**config.mk**
```make
export PLATFORM = sky130hd
export DESIGN_NAME = zynq_mac_accel
export DESIGN_NICKNAME = d
export VERILOG_FILES = /design/src/rtl/zynq_mac_accel.sv
export SDC_FILE = /design/constraint.sdc
export NUM_CORES = 1
export LEC_CHECK = 0
export BUFFER_PORTS_ARGS = -buffer_cell sky130_fd_sc_hd__buf_2
export CORE_MARGIN = 5
export CORE_UTILIZATION = 40
export CTS_CLUSTER_DIAMETER = 100
export CTS_CLUSTER_SIZE = 8
export DETAILED_ROUTE_END_ITERATION = 8
export PLACE_DENSITY = 0.6
export SLEW_MARGIN = 20
export SYNTH_ARGS = -nofsm -noshare
export SYNTH_HDL_FRONTEND = slang
export SYNTH_SLANG_ARGS = --single-unit
```
**constraint.sdc**
```tcl
create_clock -name aclk -period 15.3 [get_ports aclk]
set_input_delay 3.825 -clock aclk [delete_from_list [all_inputs] [get_ports aclk]]
set_output_delay 3.825 -clock aclk [all_outputs]
set_load 0.01 [all_outputs]
```
**src/rtl/zynq_mac_accel.sv**
```systemverilog
// Paired-stream multiply-accumulate core sitting between the PL shell FIFOs.
// Consumes len (A,B) pairs per job, emits the wrapped 32-bit sum, reports state/done count.
module zynq_mac_accel #(
  parameter int data_width_p     = 32,
  parameter int len_width_p      = 16,
  parameter int done_cnt_width_p = 16
) (
  input  logic                    aclk,
  input  logic                    aresetn,
  input  logic [data_width_p-1:0] cfg_len_i,
  input  logic                    cfg_start_i,
  input  logic [data_width_p-1:0] a_data_i,
  input  logic                    a_v_i,
  output logic                    a_yumi_o,
  input  logic [data_width_p-1:0] b_data_i,
  input  logic                    b_v_i,
  output logic                    b_yumi_o,
  output logic [data_width_p-1:0] res_data_o,
  output logic                    res_v_o,
  input  logic                    res_ready_i,
  output logic [data_width_p-1:0] status_o
);

  typedef enum logic [1:0] {
    IDLE = 2'd0,
    RUN  = 2'd1,
    EMIT = 2'd2
  } state_e;

  state_e                      state_q, state_d;
  logic [data_width_p-1:0]     acc_q, acc_d;
  logic [len_width_p-1:0]      cnt_q, cnt_d;
  logic [len_width_p-1:0]      len_q, len_d;
  logic [done_cnt_width_p-1:0] done_q, done_d;

  logic                    fire;
  logic [data_width_p-1:0] prod;
  logic [len_width_p-1:0]  start_len;
  logic [15:0]             done_field;
  logic                    cfg_len_unused;

  assign start_len      = cfg_len_i[len_width_p-1:0];
  assign cfg_len_unused = ^cfg_len_i[data_width_p-1:len_width_p];

  // Product is evaluated at the accumulator width, so only the low bits survive.
  assign prod = a_data_i * b_data_i;

  assign fire     = (state_q == RUN) & a_v_i & b_v_i;
  assign a_yumi_o = fire;
  assign b_yumi_o = fire;

  assign res_v_o    = (state_q == EMIT);
  assign res_data_o = res_v_o ? acc_q : '0;
  assign done_field = 16'(done_q);

  always_comb begin
    status_o        = '0;
    status_o[1:0]   = state_q;
    status_o[2]     = (state_q != IDLE);
    status_o[31:16] = done_field;
  end

  always_comb begin
    state_d = state_q;
    acc_d   = acc_q;
    cnt_d   = cnt_q;
    len_d   = len_q;
    done_d  = done_q;
    unique case (state_q)
      IDLE: begin
        if (cfg_start_i) begin
          len_d   = start_len;
          acc_d   = '0;
          cnt_d   = '0;
          state_d = (start_len != '0) ? RUN : EMIT;
        end
      end
      RUN: begin
        if (fire) begin
          acc_d = acc_q + prod;
          cnt_d = cnt_q + len_width_p'(1);
          if (cnt_q == len_q - len_width_p'(1)) begin
            state_d = EMIT;
          end
        end
      end
      EMIT: begin
        if (res_ready_i) begin
          state_d = IDLE;
          done_d  = done_q + done_cnt_width_p'(1);
        end
      end
      default: state_d = IDLE;
    endcase
  end

  always_ff @(posedge aclk or negedge aresetn) begin
    if (!aresetn) begin
      state_q <= IDLE;
      acc_q   <= '0;
      cnt_q   <= '0;
      len_q   <= '0;
      done_q  <= '0;
    end else begin
      state_q <= state_d;
      acc_q   <= acc_d;
      cnt_q   <= cnt_d;
      len_q   <= len_d;
      done_q  <= done_d;
    end
  end

endmodule
```
==> metrics list <==
- Fraction of registers with async set/reset: 1.00
* Overall track demand over capacity in global routing: 0.200
* Delay contributed by the slowest stage of the critical path: 0.55 ns
- The startpoint identified for the worst register-to-register timing path is acc_q[18].
* Die height: 238 µm
- In the final timing run, aggregate negative setup slack is 0 ns.
* Proportion of layout cells with a drive suffix above 1: 0.0801
- CTS Hold Buffers Added: 0
* Most frequent standard cell in the layout excluding fill and tap cells: inv_1
- Across all layers, the routed design uses 14974 vias.
* Part of the Yosys area used for sequential elements: 0.0988
* Placer congestion estimate: 0.882
- The clock tree synthesis step divided the H-tree into 3 levels.
* Clock network latency to the later pin of the worst-skew pair: 0.35 ns
- Count of mapped cells out of synthesis: 2266
- The worst register-to-register path has a depth of 24.
- The library cells used most frequently in the layout, excluding fill and tap cells, are inv_1, fa_1, and2_1.
- In this run the register-to-register setup slack is 8.21 ns.
* Unrepaired setup endpoints after global routing: false
* Cell class contributing the biggest share of worst-path delay: adder cells
* Number of core rows: 83
* Total standard cell area after synthesis: 20800 µm²
- DRT iter0 DRCs: ~720
- The worst hold path terminates at done_field[15].
* Final net count: approximately 3000
- The total overflow left after global routing is 0.
- Buffers added to address setup during post-CTS repair amount to 0.
* Max-Slew Margin vs Limit: 0.440
- Clock transition at the registers of the reported paths: roughly 0.060 ns
- Fmax: 91.7 MHz
- In the routed design, unresolved DRC markers number 0.
- Counting flops and latches in the post-synthesis netlist gives 82.
- Number of antenna violations at the first check in global routing: 2
- Top-Level Pins: 169
* Std-Cell Core Area: 51400 µm²
- For this run, the number of Yosys warnings is 0.
- Count of flip-flops with a built-in enable after synthesis: 0
- Count of buffering cells on the critical path with inverters included: 7
- The first detailed-routing pass took 5 iterations.
* Wire length of the first global-routing pass: 90500 µm
- Result of the run: finished, final reports clean
* Min-Delay Path Depth: 1
- Setup Crit Path Kind: in -> reg
- The worst setup path is captured at a register.
- Clk Tree Root Cell: clkbuf_16
- TritonCTS Buffers: 9
* Clock tree from TritonCTS: yes
- STA classifies the critical path startpoint as an input pin.
* Slowest stage cell on the critical path: fa_1
- The tree built by TritonCTS fans out to 82 sinks.
- Resized Gates After CTS: 0
- Average detailed-routed wire length per instance: 18.2 µm
- Detailed placement ended at an HPWL of 43800 µm.
- Source of the worst hold timing path: done_field[15]
* Worst-case clock skew: 0.00829 ns
* Critical path data arrival time: 11.12 ns
- The longest clock path from root to sink contains 2 buffers.
- Wires add up to 54700 µm.
- Starting utilization of the core area: 0.404
- Final critical-path share of the clock period: 0.713
- Total of max-cap violations: 0
- Among all flip-flop cells after synthesis, the most frequent one is dfrtp_1.
- Transition at the pin with the smallest max-transition slack: 0.841 ns
- Final slew viol count: 0
* Highest net fanout along the worst path: 32
* Required time at the endpoint of the critical path: 15.51 ns
* Hold Vio Cnt, Final: 0
* Via density: around 5.0
- Setup violations remaining at the end of the flow were counted as 0.
- Entering global routing, the biggest net connects 83 pins.
- Compared with the post-synthesis result, the final layout area differs by 6.90%.
- Fin crit period: 10.91 ns
- Mean Syn Cell Area: 9.17 µm²
- Number of I/O port buffers: 139
* Most Frequent Cell on Critical Path: fa_1
- The number of global-route vias before repair came to 16678.
- Capturing point of the worst reg2reg path: acc_q[29]
- Number of unique standard cell types used by synthesis: 59
- The die covers 56600 µm².
* Hold WC Path Type: reg -> reg
- Once detail routing completed, the nets flagged for antenna violations numbered 0.
- Width of the die: 238 µm
worst register-to-register path, cell delays in order, from the launching register on:
cell	delay, ns
dfrtp_1	0.42
fa_1	0.51
fa_1	0.51
fa_1	0.49
inv_1	0.05
fa_1	0.52
inv_1	0.05
fa_1	0.50
inv_1	0.06
fa_1	0.55
inv_1	0.05
fa_1	0.48
inv_1	0.06
fa_1	0.49
inv_1	0.04
ha_1	0.34
a21oi_1	0.16
o21ai_0	0.14
o21ba_2	0.27
o21ai_0	0.11
a221o_1	0.42
a41oi_1	0.31
nand2b_1	0.11
xnor2_1	0.21
o22ai_1	0.12
how the worst max path moves through the flow:
stage               slack [ns]  cells past startpoint         start   endpoint
finish                    4.39                     26   b_data_i[0]  acc_q[29]
global route              3.99                     26   b_data_i[0]  acc_q[31]
floorplan                 4.85                     27  a_data_i[12]  acc_q[29]
CTS                       4.40                     26   b_data_i[0]  acc_q[29]
global placement          4.14                     26   b_data_i[0]  acc_q[29]
detailed placement        4.09                     26   b_data_i[0]  acc_q[29]
cells in the mapped netlist, types with 2 or more instances:
cell / instances / area share
nor4_1: 7 / 0.0021
a22oi_1: 2 / 0.00072
a31oi_1: 6 / 0.0018
nand2_1: 260 / 0.047
o31ai_1: 2 / 0.00072
nor2_1: 39 / 0.0070
o21a_1: 12 / 0.0043
o22ai_1: 12 / 0.0036
a41oi_1: 2 / 0.00084
a211oi_1: 4 / 0.0014
nand4_1: 5 / 0.0015
fa_1: 438 / 0.42
clkbuf_1: 101 / 0.018
o21ai_0: 31 / 0.0075
ha_1: 127 / 0.077
nor2b_1: 3 / 0.00090
a21boi_0: 2 / 0.00072
xnor2_1: 91 / 0.038
mux2_2: 14 / 0.0076
xor2_1: 39 / 0.016
nand2b_1: 11 / 0.0033
a21oi_1: 20 / 0.0048
and2_1: 349 / 0.11
and4_1: 3 / 0.0013
buf_4: 14 / 0.0051
a21bo_2: 2 / 0.00096
nor3_1: 10 / 0.0024
dfrtp_1: 82 / 0.099
nand3_1: 16 / 0.0039
inv_1: 499 / 0.090
and3_1: 10 / 0.0030
a21o_1: 12 / 0.0043
o211ai_1: 4 / 0.0014
a22o_1: 4 / 0.0017
o32ai_1: 4 / 0.0017
nand3b_1: 2 / 0.00072
or3_1: 3 / 0.00090
or2_2: 3 / 0.00090
logic make-up after synthesis:
kind of cell,count (synthesis),share of synthesized area
and+or+nand+nor,726,0.183
buffers and inverters,615,0.114
adders and majority gates,565,0.499
AOI/OAI and AO/OA,131,0.0417
xor gates and xnor gates,130,0.0548
DFF,82,0.0988
muxes,16,0.00879
other,1,0.000181
sequential cells by signal, indices dropped and copies added, names as in the netlist:
register and flops:
acc_q 32, cnt_q 16, done_field 16, len_q 16
state_q 2
stage by stage:
stage / instance area, µm² / cells / utilization / setup WS (ns) / hold WS [ns]
4_1_cts: 22200 / 3002 / 0.432 / 4.40 / 0.476
6_report: 22200 / 3003 / 0.432 / 4.39 / 0.472
3_3_place_gp: 21900 / 2987 / 0.426 / 4.14 / 0.462
2_1_floorplan: 20800 / 2278 / - / 4.85 / 0.463
5_1_grt: 22200 / 3002 / 0.432 / 3.99 / 0.509
3_5_place_dp: 21900 / 2987 / 0.426 / 4.09 / 0.461
layer usage:
metal,vias up,track usage,share of wire
met1,7776,0.265,0.42
li1,6719,-,-
met4,2,0.0539,0.028
met2,383,0.343,0.50
met3,94,0.0309,0.048
met5,-,0,0.00024
final cells by class:
type	instances	area, µm²
Sequential cell	82	2050
Timing Repair Buffer	145	747
Clock buffer	10	239
Inverter	499	1870
Clock inverter	5	38.8
Multi-Input combinational cell	1581	16400
Fill cell	5029	29200
Tap cell	680	851
Antenna cell	1	2.50
Power is left out: the tool's default activity adds up to more than one toggle a clock period on the data nets, which glitch-free logic cannot reach.
